$ cat src/rtl/grn_cycle_ctrl_if.sv
// Bundles the host handshake and node-array strobe/readback signals of grn_cycle_ctrl.
// The controller takes the slave view; the host/node side takes the master view.
interface grn_cycle_ctrl_if #(
  parameter int N_NODES = 8,
  parameter int CNT_W   = 16
);
  logic               start;
  logic               abort;
  logic [N_NODES-1:0] init_vec;
  logic [N_NODES-1:0] s0_vec;
  logic [N_NODES-1:0] s1_vec;
  logic               reset_nos;
  logic [N_NODES-1:0] node_init;
  logic               start_s0;
  logic               start_s1;
  logic               busy;
  logic               done;
  logic               timeout;
  logic               aborted;
  logic [CNT_W-1:0]   steps;
  logic [N_NODES-1:0] met_vec;

  modport slave (
    input  start, abort, init_vec, s0_vec, s1_vec,
    output reset_nos, node_init, start_s0, start_s1,
           busy, done, timeout, aborted, steps, met_vec
  );

  modport master (
    output start, abort, init_vec, s0_vec, s1_vec,
    input  reset_nos, node_init, start_s0, start_s1,
           busy, done, timeout, aborted, steps, met_vec
  );
endinterface

$ cat src/rtl/grn_cycle_ctrl.sv
// Tortoise/hare run controller for the Boolean-network node array: loads the nodes,
// steps slow and fast copies together and reports the step count at which they meet.
//
// state | meaning
// IDLE  | waiting for start; results held
// LOAD  | reset_nos strobe, nodes load node_init
// STEP  | start_s0/start_s1 strobe, step counter advances
// CHECK | node outputs settled; compare copies / check budget
// DONE  | one-cycle done pulse, results valid
module grn_cycle_ctrl #(
  parameter int N_NODES   = 8,
  parameter int CNT_W     = 16,
  parameter int MAX_STEPS = 1000  // even, below 2**CNT_W
) (
  input  logic              clk,
  input  logic              rst_n,
  grn_cycle_ctrl_if.slave   bus
);

  typedef enum logic [2:0] {
    IDLE  = 3'd0,
    LOAD  = 3'd1,
    STEP  = 3'd2,
    CHECK = 3'd3,
    DONE  = 3'd4
  } state_t;

  localparam logic [CNT_W-1:0] MAX_CNT = CNT_W'(MAX_STEPS);
  localparam logic [CNT_W-1:0] MIN_CMP = CNT_W'(2);

  state_t             r_state;
  logic [CNT_W-1:0]   r_cnt;
  logic [N_NODES-1:0] r_node_init;
  logic               r_timeout;
  logic               r_aborted;
  logic [CNT_W-1:0]   r_steps;
  logic [N_NODES-1:0] r_met_vec;

  logic w_busy;
  logic w_meet;

  assign w_busy = (r_state == LOAD) || (r_state == STEP) || (r_state == CHECK);
  // Odd counts are skipped: after an odd number of steps the copies are not a valid pair.
  assign w_meet = !r_cnt[0] && (r_cnt >= MIN_CMP) && (bus.s0_vec == bus.s1_vec);

  always_ff @(posedge clk) begin
    if (!rst_n) begin
      r_state     <= IDLE;
      r_cnt       <= '0;
      r_node_init <= '0;
      r_timeout   <= 1'b0;
      r_aborted   <= 1'b0;
      r_steps     <= '0;
      r_met_vec   <= '0;
    end else if (w_busy && bus.abort) begin
      r_aborted <= 1'b1;
      r_steps   <= r_cnt;
      r_met_vec <= bus.s1_vec;
      r_state   <= DONE;
    end else begin
      case (r_state)
        IDLE: begin
          if (bus.start) begin
            r_node_init <= bus.init_vec;
            r_cnt       <= '0;
            r_timeout   <= 1'b0;
            r_aborted   <= 1'b0;
            r_steps     <= '0;
            r_met_vec   <= '0;
            r_state     <= LOAD;
          end
        end
        LOAD: r_state <= STEP;
        STEP: begin
          r_cnt   <= r_cnt + 1'b1;
          r_state <= CHECK;
        end
        CHECK: begin
          if (w_meet) begin
            r_steps   <= r_cnt;
            r_met_vec <= bus.s1_vec;
            r_state   <= DONE;
          end else if (r_cnt == MAX_CNT) begin
            r_timeout <= 1'b1;
            r_steps   <= r_cnt;
            r_met_vec <= bus.s1_vec;
            r_state   <= DONE;
          end else begin
            r_state <= STEP;
          end
        end
        DONE:    r_state <= IDLE;
        default: r_state <= IDLE;
      endcase
    end
  end

  // Abort in LOAD/STEP suppresses that cycle's strobe so the nodes never see a half-run step.
  assign bus.reset_nos = (r_state == LOAD) && !bus.abort;
  assign bus.start_s0  = (r_state == STEP) && !bus.abort;
  assign bus.start_s1  = (r_state == STEP) && !bus.abort;
  assign bus.busy      = w_busy;
  assign bus.done      = (r_state == DONE);
  assign bus.node_init = r_node_init;
  assign bus.timeout   = r_timeout;
  assign bus.aborted   = r_aborted;
  assign bus.steps     = r_steps;
  assign bus.met_vec   = r_met_vec;

endmodule

$ cat src/flat_wrapper.sv
// flat-port wrapper written by rule: the top's interface ports become plain ports
module grn_cycle_ctrl_flat 
#(
  parameter int N_NODES   = 8,
  parameter int CNT_W     = 16,
  parameter int MAX_STEPS = 1000                         
)
  (clk, rst_n, bus_start, bus_abort, bus_init_vec, bus_s0_vec, bus_s1_vec, bus_reset_nos, bus_node_init, bus_start_s0, bus_start_s1, bus_busy, bus_done, bus_timeout, bus_aborted, bus_steps, bus_met_vec);
  grn_cycle_ctrl_if #(.N_NODES(N_NODES), .CNT_W(CNT_W)) bus_i ();
  input  logic clk;
  input  logic rst_n;
  input wire logic [$bits(bus_i.start)-1:0] bus_start;
  input wire logic [$bits(bus_i.abort)-1:0] bus_abort;
  input wire logic [$bits(bus_i.init_vec)-1:0] bus_init_vec;
  input wire logic [$bits(bus_i.s0_vec)-1:0] bus_s0_vec;
  input wire logic [$bits(bus_i.s1_vec)-1:0] bus_s1_vec;
  output wire logic [$bits(bus_i.reset_nos)-1:0] bus_reset_nos;
  output wire logic [$bits(bus_i.node_init)-1:0] bus_node_init;
  output wire logic [$bits(bus_i.start_s0)-1:0] bus_start_s0;
  output wire logic [$bits(bus_i.start_s1)-1:0] bus_start_s1;
  output wire logic [$bits(bus_i.busy)-1:0] bus_busy;
  output wire logic [$bits(bus_i.done)-1:0] bus_done;
  output wire logic [$bits(bus_i.timeout)-1:0] bus_timeout;
  output wire logic [$bits(bus_i.aborted)-1:0] bus_aborted;
  output wire logic [$bits(bus_i.steps)-1:0] bus_steps;
  output wire logic [$bits(bus_i.met_vec)-1:0] bus_met_vec;
  assign bus_i.start = bus_start;
  assign bus_i.abort = bus_abort;
  assign bus_i.init_vec = bus_init_vec;
  assign bus_i.s0_vec = bus_s0_vec;
  assign bus_i.s1_vec = bus_s1_vec;
  assign bus_reset_nos = bus_i.reset_nos;
  assign bus_node_init = bus_i.node_init;
  assign bus_start_s0 = bus_i.start_s0;
  assign bus_start_s1 = bus_i.start_s1;
  assign bus_busy = bus_i.busy;
  assign bus_done = bus_i.done;
  assign bus_timeout = bus_i.timeout;
  assign bus_aborted = bus_i.aborted;
  assign bus_steps = bus_i.steps;
  assign bus_met_vec = bus_i.met_vec;
  grn_cycle_ctrl #(.N_NODES(N_NODES), .CNT_W(CNT_W), .MAX_STEPS(MAX_STEPS)) u_core (.clk(clk), .rst_n(rst_n), .bus(bus_i));
endmodule
$ cat config.mk
export PLATFORM = sky130hd
export DESIGN_NAME = grn_cycle_ctrl_flat
export DESIGN_NICKNAME = d
export VERILOG_FILES = /design/src/rtl/grn_cycle_ctrl_if.sv /design/src/rtl/grn_cycle_ctrl.sv /design/src/flat_wrapper.sv
export SDC_FILE = /design/constraint.sdc
export NUM_CORES = 1
export LEC_CHECK = 0
export BUFFER_PORTS_ARGS = -buffer_cell sky130_fd_sc_hd__buf_2
export CORE_UTILIZATION = 41
export DETAILED_ROUTE_END_ITERATION = 7
export PLACE_DENSITY = 0.78
export SYNTH_ARGS = -nofsm -noshare
export SYNTH_HDL_FRONTEND = slang
export SYNTH_SLANG_ARGS = --single-unit
$ cat constraint.sdc
create_clock -name clk -period 2.19 [get_ports clk]
set_input_delay 0 -clock clk [delete_from_list [all_inputs] [get_ports clk]]
set_output_delay 0 -clock clk [all_outputs]
set_load 0.05 [all_outputs]
Word level (Yosys, flattened, before mapping)
Index checks and enable logic that the tools add are counted.
W data, S select, Z words.

operators by class
  add/sub/neg operators = 1
  $mul = 0
  div/mod/pow operators = 0
  order comparisons = 1
  equality and inequality tests = 11
  shift operators = 0
  multiplexer cells = 22
  bitwise operators = 2
  reductions and logical operators = 21

operators with widths
  kind                     number
  $mux W16                 4
  $pmux W16 S2             2
  $mux W8                  4
  $add A16 B1 Y16 const B  1
  $eq A16 B10 Y1 const B   1
  $ge A16 B2 Y1 const B    1
  $pmux W8 S2              1
  $mux W3                  4
  $pmux W3 S4              1
  $reduce_and A3 Y1        3
  $eq A8 B8 Y1             1
  $reduce_bool A2 Y1       4
  $eq A3 B2 Y1 const B     2
  $ne A2 B2 Y1 const B     3
  $logic_and A1 B1 Y1      5
  $mux W1                  5
  $reduce_and A5 Y1        1
  $ne A4 B3 Y1 const B     1
  $eq A3 B1 Y1 const B     1
  $eq A3 B3 Y1 const B     1
  $logic_not A3 Y1         1
  $ne A3 B2 Y1 const B     1
  $reduce_bool A3 Y1       1
  $logic_not A1 Y1         2
  5 further kinds          7

storage, ports and cells
  bits in registers = 53
  bits in latches = 0
  memory bits (writable) = 0
  memory bits (read-only) = 0
  input bits = 28
  output and inout bits = 39
  logic and storage cells = 66
  memories kept = 0

Depth between registers and ports, before layout
  depth in word-level cells = 6
  gate-level depth with buffers = 9
  depth with buffers taken out = 7

Worst setup path before layout
Ideal clock, no wire load.

  path type = register to register
  from = register u_core.r_cnt[0]
  to = register u_core.r_steps[0], in the netlist u_core.bus.steps[0]
  library setup time = 0.117 ns
  arrival = 1.916 ns
  required time = 2.073 ns
  setup slack = 0.157 ns
  cell stages (with the launch flop) = 10
  buffers on the path = 2
  period minus slack after synthesis = 2.033 ns
  cells stage by stage = dfxtp_1 clkbuf_1 inv_1 ha_1 and3_1 and4_4 nor3_1 a21oi_4 buf_4 a22o_1

on the way
  cells in the longest elaborated chain, start to end = 6
  elaborated cells between the ends (all ways) = 11
  those cells by class = 1 x order compare; 2 x eq/ne; 4 x mux; 4 x reduce/logical

RTL lines
  item                                               line                  text
  start: declaration                                 grn_cycle_ctrl.sv:32  logic [CNT_W-1:0] r_cnt;
  start signal: assignment                           grn_cycle_ctrl.sv:75  r_cnt <= r_cnt + 1'b1;
  $ge A16 B2 Y1 or $logic_not A1 Y1 (tied branches)  grn_cycle_ctrl.sv:44  assign w_meet = !r_cnt[0] && (r_cnt >= MIN_CMP) && (bus.s0_vec == bus.s1_vec);
  $logic_and A1 B1 Y1 (2 in a row)                   grn_cycle_ctrl.sv:44
  $mux W16                                           grn_cycle_ctrl.sv:79  if (w_meet) begin
  $pmux W16 S2                                       grn_cycle_ctrl.sv:61  case (r_state)
  $mux W16                                           grn_cycle_ctrl.sv:55  end else if (w_busy && bus.abort) begin
  end signal: assignment                             grn_cycle_ctrl.sv:57  r_steps <= r_cnt;
  end signal: assignment                             grn_cycle_ctrl.sv:80  r_steps <= r_cnt;
  end signal: assignment                             grn_cycle_ctrl.sv:85  r_steps <= r_cnt;
  end: declaration                                   grn_cycle_ctrl.sv:36  logic [CNT_W-1:0] r_steps;

Parallel ways exist; a longest one is shown, timed or not. The select of a mux whose other input is x is not followed.
A chain may end at the register's enable or synchronous reset.

Worst setup path in the final report
  from = register u_core.r_cnt[1]
  to = register u_core.r_steps[4], in the netlist u_core.bus.steps[4]

on the way
  cells in the longest elaborated chain, start to end = 6
  elaborated cells between the ends (all ways) = 9
  those cells by class = 1 x order compare; 2 x eq/ne; 3 x mux; 3 x reduce/logical

RTL lines
  item                              line
  $ge A16 B2 Y1                     grn_cycle_ctrl.sv:44
  $logic_and A1 B1 Y1 (2 in a row)  grn_cycle_ctrl.sv:44
  $mux W16                          grn_cycle_ctrl.sv:79
  $pmux W16 S2                      grn_cycle_ctrl.sv:61
  $mux W16                          grn_cycle_ctrl.sv:55

Parallel ways exist; a longest one is shown, timed or not.

==> impl_metrics.csv <==
group,metric,value,unit
grt,grt-ovfl-total,0,
finish,num_antenna_cells,0,
finish,area_growth,27.3,%
timing,whs,0.0636,ns
yosys,synthTopCellsByArea,"dfxtp_1, a22o_1, xor2_1",
die,coreArea,5270,sq um
placed_design,dp_slack,0.198,ns
timing,rsz0062_at_grt,"no",
pwr,power,1790,uW
timing,hold_violations,0,
placed_design,place_hpwl,3670,um
die,die_area,5930,sq um
yosys,synth.cell_area,2310,sq um
yosys,synth_edf_count,0,
min_path,holdPathStages,2,
worst_setup_path,crit_fanout,16,
grt,grt_pass1_wl,8800,um
worst_setup_path,r2r_end,"u_core.bus.steps[4]",
timing,fmaxAchievable,0.494,GHz
min_path,hp-start,"rst_n",
grt,antenna_found_initial,0,
yosys,yosys.area.top_type,"dfxtp_1",
finish,final_area,2940,sq um
worst_setup_path,r2r_cells,8,
min_path,worstHoldPathType,"input port to register",
worst_setup_path,cp.arrival,2.22,ns
placed_design,place_area,2690,sq um
yosys,syn_avg_cell_area,9.78,sq um
yosys,netlist_instances,236,
yosys,synth.most_common_cell,"dfxtp_1",
grt,grt_max_degree,25,
worst_setup_path,cpMaxStageDelayCell,"dfxtp_1",
clock_network,clock-root-buffer,"clkbuf_8",
finish,multi_input_area,1140,sq um
yosys,ys_top_cells_by_count,"dfxtp_1, a22o_1, nand2_1",
yosys,synth_ff_type,"dfxtp_1",
yosys,synth_cell_types,40,
pwr,p_leak,0.00125,uW
worst_setup_path,crit_family,"simple AND/OR/NAND/NOR gates",
yosys,synthesis.nets,267,
worst_setup_path,path_cells,"inv_1 -> ha_1 -> and3_1 -> and4_4 -> nor3_1 -> a21oi_4 -> buf_4 -> a22o_1",
clock_network,clk_pin_slew,0.09,ns
clock_network,clkSinkCount,53,
finish,seqCellArea,1060,sq um
drt,routed_wl,5290,um
timing,worst_pin_slew,0.719,ns
yosys,ys_ff_latch,53,
die,initial_core_util,43.8,%
clock_network,clk-insertion-delay-late,0.30,ns
die,num_rows,26,
timing,fin_skew,0.00546,ns
clock_network,cts-resized-gates,0,
yosys,yosysSeqAreaShare,46.0,%
die,ios,67,
yosys,yosys_warnings,0,
timing,setup_viol,0,
drt,drtIter0Drc,99,
placed_design,numPortBuffers,66,
die,fp.dieH,77.0,um
yosys,ys_async_sr_fraction,0,%
worst_setup_path,critical_path_buf_inv_count,2,
worst_setup_path,r2r_slack,0.17,ns
drt,via_per_inst,5.18,
timing,final.setup.tns,0,ns
flow_run,max-cap-violations,0,
drt,drcViolationCount,0,
finish,fillers,475,
drt,dr.pass1.iters,4,
timing,period_needed,2.02,ns
timing,timing.final.crit_share,92.4,%
pwr,ir_worst_vdd,0.263,mV
finish,fin_nets,350,
finish,drive_gt1_share,27.8,%
clock_network,htreeDepth,2,
die,die_w,77.0,um
worst_setup_path,worstReg2RegStart,"u_core.r_cnt[1]",
drt,antenna_left,0,
worst_setup_path,endpoint_kind,"register",
worst_setup_path,required,2.39,ns
worst_setup_path,worstSetupPathType,"register to register",
clock_network,cts_tree,"built",
placed_design,gp_congestion,0.763,
pwr,power_density,610,nW/um^2
worst_setup_path,slowest_delay,0.49,ns
grt,grt_pass1_vias,1876,
worst_setup_path,worstSetupStartpointType,"register",
drt,dr_total_vias,2020,
timing,fin_ws,0.167,ns
grt,grt_usage,18.3,%
min_path,min_to,"u_core.r_cnt[0]",
timing,slew_viol_final,0,
clock_network,clockBufferDepth,2,
clock_network,cts-buffers-inserted,5,
yosys,synth_top_area_share,46.0,%
run_status,outcome,"complete, no violations",
timing,max_slew_margin,52.0,%
drt,wire_per_inst,13.6,um
-- flip-flops by register name (all words and copies together) (netlist names) --
name                  count
u_core.r_state            3
u_core.bus.node_init      8
u_core.bus.timeout        1
u_core.r_cnt             16
u_core.bus.aborted        1
u_core.bus.met_vec        8
u_core.bus.steps         16
-- metrics by stage --
| stage | util (%) | cells |
|---|---|---|
| 6_report | 55.7 | 390 |
| 3_5_place_dp | 51.1 | 366 |
| 2_1_floorplan | - | 236 |
| 3_3_place_gp | 51.1 | 366 |
| 5_1_grt | 55.7 | 390 |
| 4_1_cts | 55.7 | 390 |
-- final cells by class --
class	count	area share (%)
Multi-Input combinational cell	165	38.9
Timing Repair Buffer	89	18.5
Clock buffer	6	2.47
Clock inverter	2	0.341
Tap cell	70	2.98
Sequential cell	53	36.1
Inverter	5	0.639
-- routing by layer --
metal | vias to the layer above | routed length [um] | global-route usage, %
met5 | - | 0 | 0
met4 | 0 | 46 | 6.60
met3 | 6 | 240 | 3.93
met2 | 59 | 2540 | 29.4
met1 | 943 | 2460 | 24.1
li1 | 1012 | - | -
-- cell usage in the layout (no fill, tap or decap), types with 9 or more instances in the layout --
cell	count
nor2_1	18
dlygate4sd3_1	16
nand4_1	9
nor3_1	9
xnor2_1	9
nand2_1	24
a22o_1	24
dfxtp_1	53
buf_2	66
xor2_1	11
a21boi_0	9
-- cell families (layout without fill, tap and decap cells) --
group / after synthesis / count (layout) / share of synthesized area (%)
multiplexers: 1 / 1 / 0.434
AND/OR/NAND/NOR: 93 / 93 / 22.8
buffers and inverters: 18 / 102 / 4.45
XOR/XNOR: 20 / 20 / 7.59
AO/OA/AOI/OAI: 47 / 47 / 16.6
flip-flops: 53 / 53 / 46.0
adder cells (fa/ha/maj): 4 / 4 / 2.06
-- report_power, final --
group | switching (uW) | internal, uW | leakage, uW
clock network | 303 | 222 | 0.0000450
registers | 12.3 | 983 | 0.000429
logic | 177 | 93.8 | 0.000781
-- timing repair --
action	in CTS	in global routing
setup buffers	0	0
hold buffers	16	0
hold endpoints to repair	16	0
-- worst reg2reg max path: cells and delay by family, from the launching register on --
family | cells | cell delay, ns
buffers and inverters | 2 | 0.29
and+or+nand+nor | 3 | 0.66
AOI/OAI and AO/OA | 2 | 0.30
adders and majority gates | 1 | 0.18
DFF | 1 | 0.49
-- worst max-delay path by stage --
stage / startpoint / to / slack, ns / cells after the start
after global placement: u_core.r_cnt[1] / u_core.bus.steps[1] / 0.28 / 8
final: u_core.r_cnt[1] / u_core.bus.steps[4] / 0.17 / 8
after detailed placement: u_core.r_cnt[1] / u_core.bus.steps[12] / 0.20 / 8
after CTS: u_core.r_cnt[1] / u_core.bus.steps[12] / 0.17 / 8
after floorplan: u_core.r_cnt[0] / u_core.bus.steps[0] / 0.16 / 9
after global routing: u_core.r_cnt[1] / u_core.bus.steps[14] / 0.06 / 7
(Power assumes the default switching activity.)
